===== config.mk =====
export PLATFORM = sky130hd
export DESIGN_NAME = mem_arbiter
export DESIGN_NICKNAME = d
export VERILOG_FILES = /design/src/rtl/mem_pkg.sv /design/src/rtl/wmask_gen.sv /design/src/rtl/mem_arbiter.sv
export SDC_FILE = /design/constraint.sdc
export NUM_CORES = 1
export LEC_CHECK = 0
export ABC_AREA = 1
export CAP_MARGIN = 20
export CORE_MARGIN = 2
export CORE_UTILIZATION = 25
export DETAILED_ROUTE_END_ITERATION = 12
export HOLD_SLACK_MARGIN = 0.06
export PLACE_DENSITY = 0.63
export SLEW_MARGIN = 20
export SYNTH_ARGS = -nofsm -noshare
export SYNTH_HDL_FRONTEND = slang
export SYNTH_HIERARCHICAL = 1
export SYNTH_SLANG_ARGS = --single-unit

===== constraint.sdc =====
create_clock -name clk -period 2.1 [get_ports clk]
set_clock_uncertainty 0.05 [all_clocks]
set_input_delay 0.63 -clock clk [delete_from_list [all_inputs] [get_ports clk]]
set_output_delay 0.63 -clock clk [all_outputs]
set_load 0.05 [all_outputs]

===== src/rtl/mem_pkg.sv =====
// -----------------------------------------------------------------------------
// mem_pkg
// Shared definitions for the memory arbiter. This includes the FSM state encoding,
// the load/store access-size (memop) codes, the last-grant/owner encoding and
// the bus widths.
// -----------------------------------------------------------------------------
package mem_pkg;

    localparam int ADDR_W = 64;
    localparam int DATA_W = 64;
    localparam int MASK_W = 8;

    typedef enum logic [1:0] {
        ST_IDLE = 2'd0,
        ST_REQ  = 2'd1,
        ST_WAIT = 2'd2,
        ST_RESP = 2'd3
    } arb_state_t;

    // Identifies both the requester granted most recently and the owner of
    // the single outstanding transaction. These are always the same requester.
    typedef enum logic {
        GRANT_IF = 1'b0,
        GRANT_LS = 1'b1
    } grant_t;

    localparam logic [2:0] MEMOP_8B = 3'd1;
    localparam logic [2:0] MEMOP_4B = 3'd2;
    localparam logic [2:0] MEMOP_2B = 3'd3;
    localparam logic [2:0] MEMOP_1B = 3'd4;

endpackage


===== src/rtl/wmask_gen.sv =====
// -----------------------------------------------------------------------------
// wmask_gen
// Byte write-mask decode for load/store accesses.
//   i_memop   [2:0] : access size code (mem_pkg MEMOP_*)
//   i_addr_lo [2:0] : byte offset within the 8-byte word
//   o_mask    [7:0] : byte enables
// A full-word access ignores the offset. Narrower accesses shift their base
// mask by the offset, and bits shifted past byte 7 are dropped. Unknown codes
// select no bytes.
// -----------------------------------------------------------------------------
module wmask_gen
    import mem_pkg::*;
(
    input  logic [2:0]        i_memop,
    input  logic [2:0]        i_addr_lo,
    output logic [MASK_W-1:0] o_mask
);

    logic [MASK_W-1:0] w_base;
    logic              w_full;

    always_comb begin
        w_base = 8'h00;
        w_full = 1'b0;
        case (i_memop)
            MEMOP_8B: w_full = 1'b1;
            MEMOP_4B: w_base = 8'h0F;
            MEMOP_2B: w_base = 8'h03;
            MEMOP_1B: w_base = 8'h01;
            default:  w_base = 8'h00;
        endcase
    end

    // The shift is evaluated in 8-bit context, so overflowing lanes fall off.
    assign o_mask = w_full ? 8'hFF : (w_base << i_addr_lo);

endmodule


===== src/rtl/mem_arbiter.sv =====
// -----------------------------------------------------------------------------
// mem_arbiter
// This module arbitrates between the instruction-fetch port (read only) and the
// load/store port. Both ports share one downstream memory, and only one
// transaction is outstanding at a time.
//
// Ports
//   clk, rst_n                 clock, asynchronous active-low reset
//   if_req_valid/ready         fetch request handshake (ready only in IDLE)
//   if_addr      [63:0]        fetch address
//   if_rsp_valid, if_rdata     one-cycle fetch response strobe and held data
//   ls_req_valid/ready         load/store request handshake
//   ls_addr, ls_wdata [63:0]   load/store address and store data
//   ls_wen, ls_memop [2:0]     store enable and access size
//   ls_rsp_valid, ls_rdata     one-cycle load/store response strobe and data
//   mem_req_valid/ready        downstream request handshake
//   mem_addr, mem_wdata        downstream address and write data
//   mem_wen, mem_wmask [7:0]   downstream write enable and byte mask
//   mem_rsp_valid, mem_rdata   downstream response
//
// Sequence: IDLE (grant) -> REQ (hold request until accepted) -> WAIT
// (capture response data) -> RESP (one-cycle strobe to the owner) -> IDLE.
// -----------------------------------------------------------------------------
module mem_arbiter
    import mem_pkg::*;
(
    input  logic              clk,
    input  logic              rst_n,

    input  logic              if_req_valid,
    output logic              if_req_ready,
    input  logic [ADDR_W-1:0] if_addr,
    output logic              if_rsp_valid,
    output logic [DATA_W-1:0] if_rdata,

    input  logic              ls_req_valid,
    output logic              ls_req_ready,
    input  logic [ADDR_W-1:0] ls_addr,
    input  logic              ls_wen,
    input  logic [DATA_W-1:0] ls_wdata,
    input  logic [2:0]        ls_memop,
    output logic              ls_rsp_valid,
    output logic [DATA_W-1:0] ls_rdata,

    output logic              mem_req_valid,
    input  logic              mem_req_ready,
    output logic [ADDR_W-1:0] mem_addr,
    output logic [DATA_W-1:0] mem_wdata,
    output logic              mem_wen,
    output logic [MASK_W-1:0] mem_wmask,
    input  logic              mem_rsp_valid,
    input  logic [DATA_W-1:0] mem_rdata
);

    arb_state_t        r_state;
    arb_state_t        w_state_nxt;
    grant_t            r_last_grant;
    logic              w_grant_if;
    logic              w_grant_ls;

    logic [ADDR_W-1:0] r_addr;
    logic [DATA_W-1:0] r_wdata;
    logic              r_wen;
    logic [MASK_W-1:0] r_wmask;
    logic [DATA_W-1:0] r_if_rdata;
    logic [DATA_W-1:0] r_ls_rdata;
    logic [MASK_W-1:0] w_ls_mask;

    wmask_gen u_wmask_gen (
        .i_memop   (ls_memop),
        .i_addr_lo (ls_addr[2:0]),
        .o_mask    (w_ls_mask)
    );

    always_ff @(posedge clk or negedge rst_n) begin
        if (!rst_n) begin
            r_state <= ST_IDLE;
        end else begin
            r_state <= w_state_nxt;
        end
    end

    always_comb begin
        w_state_nxt   = r_state;
        w_grant_if    = 1'b0;
        w_grant_ls    = 1'b0;
        if_req_ready  = 1'b0;
        ls_req_ready  = 1'b0;
        mem_req_valid = 1'b0;
        if_rsp_valid  = 1'b0;
        ls_rsp_valid  = 1'b0;
        case (r_state)
            ST_IDLE: begin
                // On contention, LSU wins when fetch was granted last. A lone request always wins.
                w_grant_ls   = ls_req_valid && (!if_req_valid || (r_last_grant == GRANT_IF));
                w_grant_if   = if_req_valid && !w_grant_ls;
                if_req_ready = w_grant_if;
                ls_req_ready = w_grant_ls;
                if (w_grant_if || w_grant_ls) begin
                    w_state_nxt = ST_REQ;
                end
            end
            ST_REQ: begin
                mem_req_valid = 1'b1;
                if (mem_req_ready) begin
                    w_state_nxt = ST_WAIT;
                end
            end
            ST_WAIT: begin
                if (mem_rsp_valid) begin
                    w_state_nxt = ST_RESP;
                end
            end
            ST_RESP: begin
                if_rsp_valid = (r_last_grant == GRANT_IF);
                ls_rsp_valid = (r_last_grant == GRANT_LS);
                w_state_nxt  = ST_IDLE;
            end
            default: begin
                w_state_nxt = ST_IDLE;
            end
        endcase
    end

    // The request fields are captured at grant and held through REQ. Response data
    // is written only to the owner's register, so the other port's data stays put.
    always_ff @(posedge clk or negedge rst_n) begin
        if (!rst_n) begin
            r_last_grant <= GRANT_IF;
            r_addr       <= '0;
            r_wdata      <= '0;
            r_wen        <= 1'b0;
            r_wmask      <= '0;
            r_if_rdata   <= '0;
            r_ls_rdata   <= '0;
        end else begin
            if (w_grant_ls) begin
                r_last_grant <= GRANT_LS;
                r_addr       <= ls_addr;
                r_wdata      <= ls_wdata;
                r_wen        <= ls_wen;
                r_wmask      <= ls_wen ? w_ls_mask : '0;
            end else if (w_grant_if) begin
                r_last_grant <= GRANT_IF;
                r_addr       <= if_addr;
                r_wdata      <= '0;
                r_wen        <= 1'b0;
                r_wmask      <= '0;
            end
            if ((r_state == ST_WAIT) && mem_rsp_valid) begin
                if (r_last_grant == GRANT_IF) begin
                    r_if_rdata <= mem_rdata;
                end else begin
                    r_ls_rdata <= mem_rdata;
                end
            end
        end
    end

    assign mem_addr  = r_addr;
    assign mem_wdata = r_wdata;
    assign mem_wen   = r_wen;
    assign mem_wmask = r_wmask;
    assign if_rdata  = r_if_rdata;
    assign ls_rdata  = r_ls_rdata;

endmodule


* Word-level counts from Yosys, hierarchy flattened
Index checks and enable logic that the tools add are counted.
** Storage, ports and cells
- ROM bits :: 0
- Input bits :: 266
- Bits in latches :: 0
- Memories :: 0
- Flip-flop bits (word level) :: 268
- Bits in writable memories :: 0
- Word-level logic and storage cells :: 54
** Operators by class
- Divide/modulo/power cells :: 0
- Magnitude comparators :: 0
- $mul :: 0
- Eq/ne operators :: 10
- Reduce and logical (&&, ||, !) cells :: 12
- Shifts and indexed selects :: 1
- Bitwise gates (word level) :: 1
- Add/subtract/negate cells :: 0
- Multiplexer cells :: 22
** Operators by type and width (count)
- two-way mux 64 bit :: 4
- two-way mux 8 bit :: 4
- one-hot mux 4 bit (3 select lines) :: 1
- two-way mux 1 bit :: 9
- one-hot mux 2 bit (4 select lines) :: 1
- left shift 4 x 3 -> 8 bit :: 1
- equality test 3 x 2 -> 1 bit, second input constant :: 2
- two-way mux 2 bit :: 3
- != test 2 bit, second input constant :: 3
- equality test 2 bit, second input constant :: 2
- AND reduction 2 bit :: 2
- equality test 3 x 1 -> 1 bit, second input constant :: 1
- equality test 3 bit, second input constant :: 1
- logical AND 1 bit :: 3
- AND reduction 3 bit :: 1
- equality test 2 x 1 -> 1 bit, second input constant :: 1
- logical NOT 1 bit :: 2
- logical NOT 2 bit :: 1
- logical OR 1 bit :: 2
- nonzero test 2 bit :: 1
- inverter 1 bit :: 1

* Logic depth before layout (Yosys ltp)
- Depth in word-level cells :: 8
- Depth in mapped cells :: 9
- Mapped depth without buffers :: 9

* By module
The synthesis kept the hierarchy.
** By module, submodules not included
- mem_arbiter :: cells an instance 1314, area each 11096.9 µm², instances 1
- wmask_gen :: cells an instance 47, area each 254.0 µm², instances 1

* Least setup slack after synthesis
OpenSTA, ideal clock, no wires.
- Path type :: input port to output port
- Start point :: input ls_req_valid
- End point :: output if_req_ready
- Arrival time :: 2.210 ns
- Stages :: 3
- Buffers on the path :: 2
- Slack :: -0.790 ns
- Cell sequence :: buf_2 buf_1 a211oi_1
** On the way
- Cells in the longest elaborated chain, start to end :: 4
** Ends and longest elaborated chain
- start: declaration :: line mem_arbiter.sv:36 : input logic ls_req_valid,
- logical AND 1 bit :: line mem_arbiter.sv:95 : w_grant_ls = ls_req_valid && (!if_req_valid || (r_last_grant == GRANT_IF));
- logical NOT 1 bit :: line mem_arbiter.sv:96 : w_grant_if = if_req_valid && !w_grant_ls;
- logical AND 1 bit :: line mem_arbiter.sv:96
- two-way mux 1 bit :: line mem_arbiter.sv:92 : case (r_state)
- end: declaration :: line mem_arbiter.sv:31 : output logic if_req_ready,
Every way passes these cells.

* Worst setup path in the final report
- Start point :: input if_req_valid
- End point :: output if_req_ready
** On the way
- Cells in the longest elaborated chain, start to end :: 6
** Ends and longest elaborated chain
- start: declaration :: line mem_arbiter.sv:30 : input logic if_req_valid,
- logical NOT 1 bit :: line mem_arbiter.sv:95
- logical OR 1 bit :: line mem_arbiter.sv:95
- logical AND 1 bit :: line mem_arbiter.sv:95
- logical NOT 1 bit :: line mem_arbiter.sv:96
- logical AND 1 bit * :: line mem_arbiter.sv:96
- two-way mux 1 bit * :: line mem_arbiter.sv:92
Mark *: on every way between the ends. The rest lies on a longest branch, timed or not.

==> run summary <==
Combinational power share: 0.567
CTS Sinks: 268
Die area: 47120 sq um
Syn avg cell area: 8.340 sq um
Switching part of the total power: 0.5068
Final #Nets: 2174
Outcome: complete, but fails checks
CTS Buf Count: 31
Peak Freq: 415.2 MHz
Pin count of the biggest net entering global routing: 61
Synth cell types: 24
CTS Root Cell: clkbuf_16
Total Wirelength: 41070 microns
Hold Vio Cnt, Final: 0
CTS Buffer Depth: 3
CP Launch Type: input port
Antenna violations before repair: 3
Worst Path Class, Setup: in2out
Clock power frac: 0.159
Maximum fanout along the worst path: 2
Yosys warns: 6
Internal: 15.63 mW
Routed length per placed instance: 16.26 microns
Commonest non-fill, non-tap cell in the layout: nand2_1
Max-slew violation count: 0
Violated checks: setup timing
Io pins: 536
Worst Setup End Kind: output pin
TritonRoute pass-1 iters: 5
Maximum vdd drop: 1.069 mV
Period utilization: 1.147
IO buf count: 535
Die H: 217.1 microns
Synth top area share: 0.5908
Synth Cell Area: 11350 sq um
P_leak: 9.491 nW
Placed instance area: 17100 sq um
CTS tree: done
Post-DRT Antenna Nets: 0
RSZ-0062 raised after global routing: yes
Worst EP arrival: 1.73 ns
First-pass GRT wire length: 62980 microns
Total Power: 31.69 mW
Tightest Hold Check Type: reg2reg
Synth Net Count: 1632
Core ar.: 45090 sq um
Area added between synthesis and finish: 59.90%
Placer Congestion: 0.8487
Tightest slew margin relative to the limit: 0.6832
Hpwl dp: 30660 microns
Slack of the critical path: -0.3087 ns
Drt initial violations: 652
Sequential share of the synthesized area: 0.5908
WP buf/inv: 3
Worst-margin pin slew: 0.4751 ns
Area leader, netlist: dfrtp_1
Drc violations: 0
Req. time, crit path: 1.42 ns
Area contributors post-synth: dfrtp_1, nand2_1, o21ai_0, nand4_1, inv_1
Delay-heaviest family, CP: buffers and inverters
Routed vias/inst: 4.379
Register bit total from synthesis: 268
Final worst path period need: 2.409 ns
Endpoints failing setup: 5
Mapped Cells: 1361
Placement row count: 78
Vias in the first global route: 11118
CP Cell Sequence: clkdlybuf4s50_1 -> inv_1 -> a211oi_4 -> buf_12
Die width: 217.1 microns
Crit path largest cell delay: 0.50 ns
Initial core utilization: 0.2517
Htree depth: 1
Reg clk slew, reported paths: 0.06 ns
Pwr/cell area: 1746 nW/um^2
Gr ovfl total: 0
GR Util All Layers: 0.1689
Design area: 18150 sq um
Max cap viols: 0
Commonest non-fill, non-tap cells in the layout: nand2_1, buf_4, dfrtp_1
Layout cells sized above 1: 0.2128
Clk_lat worst skew: 0.56 ns
Flop pwr share: 0.275
Vias: 11058
Net Sw Power: 16.06 mW
Slowest CP cell: clkdlybuf4s50_1
## path summary, 6_finish.rpt
| check | startpoint | to | slack, ns | depth (start not counted) |
|---|---|---|---|---|
| worst min-delay path | mem_wdata[5] | mem_wdata[5] | 0.42 | 2 |
| worst max-delay path | if_req_valid | if_req_ready | -0.31 | 4 |
| worst max register to register | r_state[1] | mem_addr[40] | 0.13 | 10 |
| max in group asynchronous | rst_n | if_rdata[17] | 0.72 | 3 |
| min in group asynchronous | rst_n | ls_rdata[38] | 0.52 | 2 |
| worst min register to register | mem_wdata[5] | mem_wdata[5] | 0.42 | 2 |
## stage by stage
stage | hold slack, ns | TNS, ns | setup slack (ns) | util | cells
after global placement | 0.4055 | -15.37 | -0.3012 | 0.3793 | 2462
after CTS | 0.4246 | -1.182 | -0.3760 | 0.4021 | 2521
after detailed placement | 0.4095 | -17.29 | -0.3130 | 0.3793 | 2462
after global routing | 0.4417 | -1.331 | -0.3787 | 0.4024 | 2523
final | 0.4187 | -0.9519 | -0.3087 | 0.4025 | 2525
after floorplan | 0.2844 | -0.06221 | -0.06221 | - | 1361
## power by group through the flow
stage / clock (mW) / combinational, mW / sequential, mW
2_1_floorplan: 0 / 3.84 / 16.1
5_1_grt: 5.45 / 19.1 / 8.98
3_3_place_gp: 0 / 17.8 / 8.67
6_report: 5.04 / 18.0 / 8.70
4_1_cts: 5.22 / 18.1 / 8.71
3_5_place_dp: 0 / 18.0 / 8.72
## worst register-to-register path: cells and delay by family, from the launching register on
kind / cells / cell delay [ns]
buffers and inverters: 5 / 0.76
adder cells (fa/ha/maj): 1 / 0.18
AND/OR/NAND/NOR: 4 / 0.53
flip-flops: 1 / 0.39
## cell usage after synthesis
master and count:
a211oi_1 1, a21boi_1 1, a21oi_1 1, a21oi_2 1, buf_1 3, buf_2 59, buf_4 1, bufinv_8 1
clkbuf_1 23, dfrtp_1 268, ha_1 5, inv_1 79, inv_2 4, nand2_1 688, nand2_2 2, nand3_1 15
nand3_2 3, nand4_1 67, nor2_1 1, nor2_2 4, o21ai_0 131, o21ai_1 1, o21ai_2 1, or2_2 1
## area by class of cell
cell class	instances	area (sq um)
diodes	3	7.507
clock buffers	45	888.4
clock inverters	7	42.54
fillers	4535	26940
inverters	84	339.1
multi-input cells	923	4011
flip-flops and latches	268	6708
well taps	600	750.7
repair buffers	595	5403
## timing repair
| action | CTS | global route |
|---|---|---|
| hold endpoints to repair | 35 | 0 |
| gates resized for setup | 15 | 2 |
| setup endpoints to repair | 5 | 6 |
| hold buffers | 1 | 0 |
| setup buffers | 6 | 2 |
| pin swaps | 3 | 1 |
## logic make-up after synthesis
kind of cell,count (synthesis),synth area share
DFF,268,0.5908
and+or+nand+nor,781,0.2779
buffers and inverters,170,0.06426
adders and majority gates,5,0.005511
AOI/OAI and AO/OA,137,0.06151
## flip-flops by register name, indices dropped and copies added (netlist names)
| register | cells |
|---|---|
| r_state | 2 |
| mem_wdata | 64 |
| r_last_grant | 1 |
| if_rdata | 64 |
| ls_rdata | 64 |
| mem_wen | 1 |
| mem_addr | 64 |
| mem_wmask | 8 |
## per-layer routing
| metal | vias to the layer above | wire length [microns] | part of all wire | global-route usage |
|---|---|---|---|---|
| met5 | - | 0 | 0 | 0 |
| met4 | 0 | 1267 | 0.031 | 0.06005 |
| met3 | 69 | 3726 | 0.091 | 0.05031 |
| met2 | 460 | 19170 | 0.47 | 0.2814 |
| met1 | 5187 | 16900 | 0.41 | 0.2074 |
| li1 | 5342 | - | - | - |
No activity file was read; power rests on OpenSTA's default activity.
